--- src/rtl/input_debounce_sync.sv ---
// Two-channel synchronizer + debouncer producing clean a/b levels and rise pulses.
// Define DEBOUNCE_RISE_EN to build the a_rise/b_rise pulse registers; otherwise they are tied 0.
//
// state   | meaning
// STABLE  | synchronized input equals debounced level, counter held at 0
// PENDING | synchronized input disagrees, counting toward terminal count
module input_debounce_sync #(
  parameter int STABLE_CYCLES = 16
) (
  input  logic clk,
  input  logic rst,
  input  logic a_raw,
  input  logic b_raw,
  output logic a,
  output logic b,
  output logic a_rise,
  output logic b_rise
);

  localparam int CNT_W = (STABLE_CYCLES > 1) ? $clog2(STABLE_CYCLES) : 1;
  localparam logic [CNT_W-1:0] TC = CNT_W'(STABLE_CYCLES - 1);

  typedef enum logic {ST_STABLE, ST_PENDING} state_e;

  logic [1:0] lvl;
  logic [1:0] rise;

  for (genvar ch = 0; ch < 2; ch++) begin : g_ch
    logic             raw_ch;
    logic             s1_q, s2_q;
    logic             lvl_q, lvl_d;
    logic [CNT_W-1:0] cnt_q, cnt_d;
    state_e           state;

    assign raw_ch = (ch == 0) ? a_raw : b_raw;

    always_ff @(posedge clk or posedge rst) begin
      if (rst) begin
        s1_q  <= 1'b0;
        s2_q  <= 1'b0;
        lvl_q <= 1'b0;
        cnt_q <= '0;
      end else begin
        s1_q  <= raw_ch;
        s2_q  <= s1_q;
        lvl_q <= lvl_d;
        cnt_q <= cnt_d;
      end
    end

    // Any agreement with the held level clears the count: no partial credit.
    always_comb begin
      state = ST_STABLE;
      lvl_d = lvl_q;
      cnt_d = '0;
      if (s2_q != lvl_q) state = ST_PENDING;
      if (state == ST_PENDING) begin
        if (cnt_q == TC) begin
          lvl_d = s2_q;
          cnt_d = '0;
        end else begin
          cnt_d = cnt_q + 1'b1;
        end
      end
    end

`ifdef DEBOUNCE_RISE_EN
    logic rise_q;

    always_ff @(posedge clk or posedge rst) begin
      if (rst) rise_q <= 1'b0;
      else     rise_q <= lvl_d & ~lvl_q;
    end

    assign rise[ch] = rise_q;
`else
    assign rise[ch] = 1'b0;
`endif

    assign lvl[ch] = lvl_q;
  end

  assign a      = lvl[0];
  assign b      = lvl[1];
  assign a_rise = rise[0];
  assign b_rise = rise[1];

endmodule

--- config.mk ---
export PLATFORM = sky130hd
export DESIGN_NAME = input_debounce_sync
export DESIGN_NICKNAME = d
export VERILOG_FILES = /design/src/rtl/input_debounce_sync.sv
export SDC_FILE = /design/constraint.sdc
export NUM_CORES = 1
export LEC_CHECK = 0
export ABC_AREA = 0
export ABC_CLOCK_PERIOD_IN_PS = 1200
export BUFFER_PORTS_ARGS = -buffer_cell sky130_fd_sc_hd__buf_2
export CAP_MARGIN = 20
export CORE_MARGIN = 10
export CORE_UTILIZATION = 30
export CTS_CLUSTER_DIAMETER = 30
export CTS_CLUSTER_SIZE = 28
export DETAILED_ROUTE_END_ITERATION = 6
export PLACE_DENSITY = 0.57
export SLEW_MARGIN = 5
export SYNTH_ARGS = -nofsm -noshare
export SYNTH_HDL_FRONTEND = slang
export SYNTH_SLANG_ARGS = --single-unit
--- constraint.sdc ---
create_clock -name clk -period 1.2 [get_ports clk]
set_input_delay 0.24 -clock clk [delete_from_list [all_inputs] [get_ports clk]]
set_output_delay 0.24 -clock clk [all_outputs]
set_load 0.05 [all_outputs]
==> impl_metrics.env, run 1 <==
export IMPL_outcome="finished, final reports clean"
export IMPL_netlist_instances=44
export IMPL_grt_overflow_total=0
export IMPL_remaining_drc_errors=0
export IMPL_yosysSeqAreaShare=0.606
export IMPL_dieArea_um2=4080
export IMPL_path_class="flop to primary output"
export IMPL_antenna_found_initial=0
export IMPL_rsz0062_at_grt="false"
export IMPL_cp_top_family="flip-flops"
export IMPL_worst_pin_slew_ns=0.510
export IMPL_cts_buffer_depth=2
export IMPL_drive_gt1_frac=0.283
export IMPL_max_cap_viol_count=0
export IMPL_viasPerCell=4.27
export IMPL_clk_pin_slew_ns=0.08
export IMPL_cp_start_kind="flop"
export IMPL_ys_ff_latch=14
export IMPL_final_nets=61
export IMPL_avgSynthCellArea_um2=13.1
export IMPL_first_pass_iters=2
export IMPL_finalCriticalPeriod_ns=1.16
export IMPL_grt_pass1_vias=365
export IMPL_finalCritPeriodShare=0.964
export IMPL_grt_usage=0.0475
export IMPL_htreeDepth=1
export IMPL_die_w_um=63.9
export IMPL_cts_tree="yes"
export IMPL_setup_violations=0
export IMPL_hold_class="input pin to flop"
export IMPL_clock_sinks=14
export IMPL_hold_viol=0
export IMPL_core_area_um2=1780
export IMPL_nFillCells=178
export IMPL_avgRoutedWirePerCell_um=11.4
export IMPL_die_h_um=63.9
export IMPL_maxSlewHeadroom=0.660
export IMPL_rows=15
export IMPL_skew_ns=0.00500
export IMPL_p_leak_nw=0.301
export IMPL_cp_end_kind="primary output"
export IMPL_clkLatencyLatePin_ns=0.27
export IMPL_post_cts_buffers=0
export IMPL_drtIter0Drc=2
export IMPL_p_per_area_nw_per_um2=1250
export IMPL_dpl_hpwl_um=715
export IMPL_io_pins=8
export IMPL_grt_max_degree=15
export IMPL_ys_warnings_count=0
export IMPL_critPathMaxFanout=3
export IMPL_finalSetupTns_ns=0
export IMPL_synthesis_area_um2=578
export IMPL_gp_congestion=0.639
export IMPL_cpMaxStageDelayCell="dfrtp_1"
export IMPL_cts_buffers=3
export IMPL_drt_total_wl_um=890
export IMPL_maxSlewViolCount=0
export IMPL_post_route_util=0.376
export IMPL_syn_to_final_growth_pct=16.0
export IMPL_dr_total_vias=333
export IMPL_diodes=0
export IMPL_ys_types=15
export IMPL_grt_first_pass_wirelength_um=1480
export IMPL_r2r_cells=3
export IMPL_path_cells="clkbuf_4"
export IMPL_ant_nets=0
export IMPL_clockRootBuffer="clkbuf_4"
export IMPL_required_ns=0.96
export IMPL_start_util=0.324
export IMPL_fmax_ghz=0.865
export IMPL_crit_buf_inv=1
export IMPL_slowest_delay_ns=0.39
export IMPL_arrival_ns=0.92
export IMPL_min_path_cells=1
export IMPL_peakVddDrop_uv=623
export IMPL_portBuffers=5
export IMPL_cp_depth=1
==> registers in the layout (all words and copies together) (netlist names) <==
name,cells
a,1
b,1
g_ch.cnt_q,8
g_ch.s1_q,2
g_ch.s2_q,2
==> synthesized netlist by cell type <==
cell / n / area (um2)
xnor2_1: 4 / 35.0
buf_4: 2 / 15.0
nor2_1: 2 / 7.51
inv_1: 3 / 11.3
nor3b_2: 1 / 12.5
nand3_2: 2 / 20.0
dfrtp_1: 14 / 350
ha_1: 2 / 25.0
o21ai_0: 2 / 10.0
mux2_4: 2 / 30.0
nor2b_1: 2 / 12.5
nand4b_1: 2 / 17.5
conb_1: 1 / 3.75
a21oi_1: 4 / 20.0
nor3b_1: 1 / 7.51
==> timing repair <==
| item | 4_1_cts | 5_1_grt |
|---|---|---|
| gates resized for setup | 1 | 2 |
| hold buffers | 1 | 0 |
| hold endpoints to repair | 3 | 0 |
| setup endpoints to repair | 1 | 3 |
==> path summary, 6_finish.rpt <==
kind | slack [ns] | endpoint | start
max | 0.04 | a | a$_DFFE_PP0P_
min | 0.07 | g_ch[0].s1_q$_DFF_PP0_ | a_raw
max reg2reg | 0.08 | b$_DFFE_PP0P_ | g_ch[1].cnt_q[0]$_DFF_PP0_
min reg2reg | 0.36 | g_ch[1].s2_q$_DFF_PP0_ | g_ch[1].s1_q$_DFF_PP0_
max in group asynchronous | 0.33 | g_ch[1].s2_q$_DFF_PP0_ | rst
min in group asynchronous | 0.53 | g_ch[0].cnt_q[3]$_DFF_PP0_ | rst
==> layout make-up <==
cell class,instances,area (um2),area share
sequential,14,350,0.522
multi-input combinational,26,208,0.310
timing repair buffer,7,47.5,0.0709
tap,25,31.3,0.0466
clock buffer,3,22.5,0.0336
inverter,3,11.3,0.0168
==> report_power, final <==
part / switching (mW) / total (mW) / internal [mW]
Clock: 0.131 / 0.247 / 0.116
Sequential: 0.0198 / 0.515 / 0.495
Combinational: 0.0443 / 0.0753 / 0.0311
==> metal layers <==
metal / vias to the layer above / GRT usage / part of all wire
li1: 165 / - / -
met1: 155 / 0.0511 / 0.46
met2: 9 / 0.0672 / 0.45
met3: 4 / 0.0244 / 0.062
met4: 0 / 0.0410 / 0.024
met5: - / 0 / 0
==> through the flow <==
stage	cell area (um2)	std cells	hold WS, ns	setup slack (ns)	total power [mW]
2_1_floorplan	582	45	0.129	0.0642	0.580
4_1_cts	666	78	0.0610	0.000811	0.850
3_3_place_gp	631	74	0.303	0.0819	0.594
3_5_place_dp	631	74	0.298	0.0490	0.597
6_report	671	78	0.0672	0.0434	0.837
5_1_grt	671	78	0.0498	0.00273	0.886
==> cell families (layout without fill, tap and decap cells) <==
kind of cell    Yosys count  in the layout  share of synthesized area
compound gates            6              6                     0.0520
xor+xnor                  4              4                     0.0606
fa+ha+maj                 2              2                     0.0433
buf+inv                   5             13                     0.0454
flops                    14             14                      0.606
mux                       2              2                     0.0520
other cells               1              2                    0.00649
simple gates             10             10                      0.134
==> placed cells by master, fill, tap and decap left out <==
cell type | Yosys | final
nand4b_1 | 2 | 2
buf_4 | 2 | 2
xnor2_1 | 4 | 4
buf_2 | 0 | 3
nor3b_1 | 1 | 1
mux2_4 | 2 | 2
dlygate4sd3_1 | 0 | 1
dfrtp_1 | 14 | 14
conb_1 | 1 | 2
nor3b_2 | 1 | 1
ha_1 | 2 | 1
nor2_1 | 2 | 2
ha_2 | 0 | 1
inv_1 | 3 | 3
nor2b_1 | 2 | 2
o21ai_0 | 2 | 2
a21oi_1 | 4 | 4
clkbuf_4 | 0 | 4
nand3_2 | 2 | 2
Note: power is estimated with default switching activity, not from simulation.
==> inputs of run 2 (changes only) <==
==> constraint.sdc (replaced) <==
create_clock -name clk -period 1.2 [get_ports clk]
set_input_delay 0.24 -clock clk [delete_from_list [all_inputs] [get_ports clk]]
set_output_delay 0.24 -clock clk [all_outputs]
set_load 0.02 [all_outputs]
==> run 2 against run 1 <==
  * Clock-buffer cell count stayed put
  * Clock power hardly changed
  * Clock skew hardly changed
  * Combinational power is 11% lower
  * Die area stayed put
  * Total power is 1.0% lower
  * Routed wire length is 0.11% higher
  * Sequential share of layout area is 0.39 points higher
  * Register-to-register slack hardly changed
  * Global-route usage stayed put
  * First-iteration DRC count stayed put
  * Setup slack better by 0.034 ns
  * Largest power group unchanged
==> impl_metrics.env, run 2 (synthesis gave the netlist of run 1 again) <==
export IMPL_setup_violations=0
export IMPL_min_path_cells=1
export IMPL_grt_first_pass_wirelength_um=1480
export IMPL_dpl_hpwl_um=715
export IMPL_whs_endpoint="g_ch[0].s1_q$_DFF_PP0_"
export IMPL_die_h_um=63.9
export IMPL_cts_buffer_depth=2
export IMPL_worstReg2RegEnd="b$_DFFE_PP0P_"
export IMPL_fmax_ghz=0.891
export IMPL_required_ns=1.36
export IMPL_cts_buffers=3
export IMPL_maxSlewViolCount=0
export IMPL_portBuffers=5
export IMPL_finalCriticalPeriod_ns=1.12
export IMPL_worst_pin_slew_ns=0.510
export IMPL_dr_total_vias=332
export IMPL_swShare=0.226
export IMPL_cp_end_kind="flop"
export IMPL_avgRoutedWirePerCell_um=11.4
export IMPL_arrival_ns=1.28
export IMPL_die_w_um=63.9
export IMPL_clk_pin_slew_ns=0.08
export IMPL_setup_slack_ns=0.0774
export IMPL_wl_met1_um=416
export IMPL_pre_cts_ws_ns=0.0490
export IMPL_peakVddDrop_uv=623
export IMPL_finalSetupTns_ns=0
export IMPL_reg_top3="g_ch.cnt_q (8), g_ch.s1_q (2), g_ch.s2_q (2)"
export IMPL_viasPerCell=4.26
export IMPL_finalCritPeriodShare=0.936
export IMPL_r2r_cells=3
export IMPL_remaining_drc_errors=0
export IMPL_multi_input_area_um2=208
export IMPL_cts_tree="yes"
export IMPL_syn_to_final_growth_pct=15.2
export IMPL_final_cell_mix="dfrtp_1, buf_2, xnor2_1, a21oi_1"
export IMPL_wl_met3_um=55
export IMPL_p_sw_mw=0.187
export IMPL_p_leak_nw=0.302
export IMPL_skew_ns=0.00503
export IMPL_highest_layer="met4"
export IMPL_max_cap_viol_count=0
export IMPL_grt_pass1_vias=365
export IMPL_cp_start_kind="flop"
export IMPL_grt_max_degree=15
export IMPL_clock_sinks=14
export IMPL_first_pass_iters=2
export IMPL_finalInstanceArea_um2=666
export IMPL_p_per_area_nw_per_um2=1250
export IMPL_regMostFlops="g_ch.cnt_q"
export IMPL_rows=15
export IMPL_clockRootBuffer="clkbuf_4"
export IMPL_r2r_start="g_ch[1].cnt_q[0]$_DFF_PP0_"
export IMPL_hold_ws_ns=0.0672
export IMPL_hold_class="input pin to flop"
export IMPL_wl_met2_um=398
export IMPL_hold_viol=0
export IMPL_intPower_mw=0.642
export IMPL_nFillCells=180
export IMPL_drt_total_wl_um=891
export IMPL_critPathMaxFanout=3
export IMPL_core_area_um2=1780
export IMPL_path_cells="ha_1 > nand3_2 > mux2_4"
export IMPL_htreeDepth=1
export IMPL_rsz0062_at_grt="false"
export IMPL_grt_overflow_total=0
export IMPL_slowest_delay_ns=0.39
export IMPL_drive_gt1_frac=0.283
export IMPL_diodes=0
export IMPL_io_pins=8
export IMPL_grt_usage=0.0475
export IMPL_ant_nets=0
export IMPL_p_comb_frac=0.081
export IMPL_seqPwrFrac=0.621
export IMPL_dieArea_um2=4080
export IMPL_drtIter0Drc=2
export IMPL_cpMaxStageDelayCell="dfrtp_1"
export IMPL_largest_reg_flops=8
export IMPL_path_class="flop to flop"
export IMPL_final_nets=61
export IMPL_clkLatencyLatePin_ns=0.27
export IMPL_start_util=0.324
export IMPL_final_common_cell="dfrtp_1"
export IMPL_outcome="finished, final reports clean"
export IMPL_antenna_found_initial=0
export IMPL_gp_congestion=0.639
export IMPL_dpl_cell_area_um2=631
export IMPL_hp_start="a_raw"
export IMPL_clkPwrFrac=0.299
export IMPL_final_seq_area_um2=350
export IMPL_maxSlewHeadroom=0.660
export IMPL_reg2reg_slack_ns=0.08
[run 2: how the worst max path moves through the flow]
stage,startpoint,end,cells after the start
floorplan,g_ch[1].cnt_q[0]$_DFF_PP0_,b$_DFFE_PP0P_,3
global placement,g_ch[0].cnt_q[0]$_DFF_PP0_,a$_DFFE_PP0P_,3
detailed placement,g_ch[0].cnt_q[0]$_DFF_PP0_,g_ch[0].cnt_q[3]$_DFF_PP0_,4
CTS,g_ch[0].cnt_q[0]$_DFF_PP0_,a$_DFFE_PP0P_,3
global route,g_ch[0].cnt_q[0]$_DFF_PP0_,g_ch[0].cnt_q[3]$_DFF_PP0_,4
finish,g_ch[1].cnt_q[0]$_DFF_PP0_,b$_DFFE_PP0P_,3
[run 2: what timing repair did]
item,in CTS,in global routing
setup buffers,0,0
hold endpoints to repair,3,0
endpoints found under the setup margin,0,2
resized for setup,0,1
hold buffers,1,0
[run 2: worst max-delay path: cells and delay by family (launching register included)]
family | cells | cell delay (ns)
DFF | 1 | 0.39
and+or+nand+nor | 1 | 0.09
adders and majority gates | 1 | 0.25
muxes | 1 | 0.29
[run 2: layout make-up]
type,count,share of cell area
sequential,14,0.526
multi-input combinational,26,0.312
timing repair buffer,7,0.0639
tap,25,0.0470
clock buffer,3,0.0338
inverter,3,0.0169
[run 2: per-stage QoR]
stage / util / total power [mW] / instances
6_report: 0.373 / 0.829 / 78
3_5_place_dp: 0.354 / 0.588 / 74
2_1_floorplan: - / 0.572 / 45
4_1_cts: 0.372 / 0.842 / 78
5_1_grt: 0.373 / 0.878 / 78
3_3_place_gp: 0.354 / 0.586 / 74
[run 2: per-layer routing]
metal,track usage,vias to the layer above
li1,-,165
met1,0.0511,154
met2,0.0672,9
met3,0.0244,4
met4,0.0410,0
met5,0,-
[run 2: power groups by stage]
stage	Sequential (mW)	Clock, mW	Combinational [mW]
global route	0.517	0.285	0.0758
finish	0.515	0.247	0.0670
global placement	0.522	0	0.0645
floorplan	0.520	0	0.0520
detailed placement	0.524	0	0.0647
CTS	0.514	0.260	0.0677
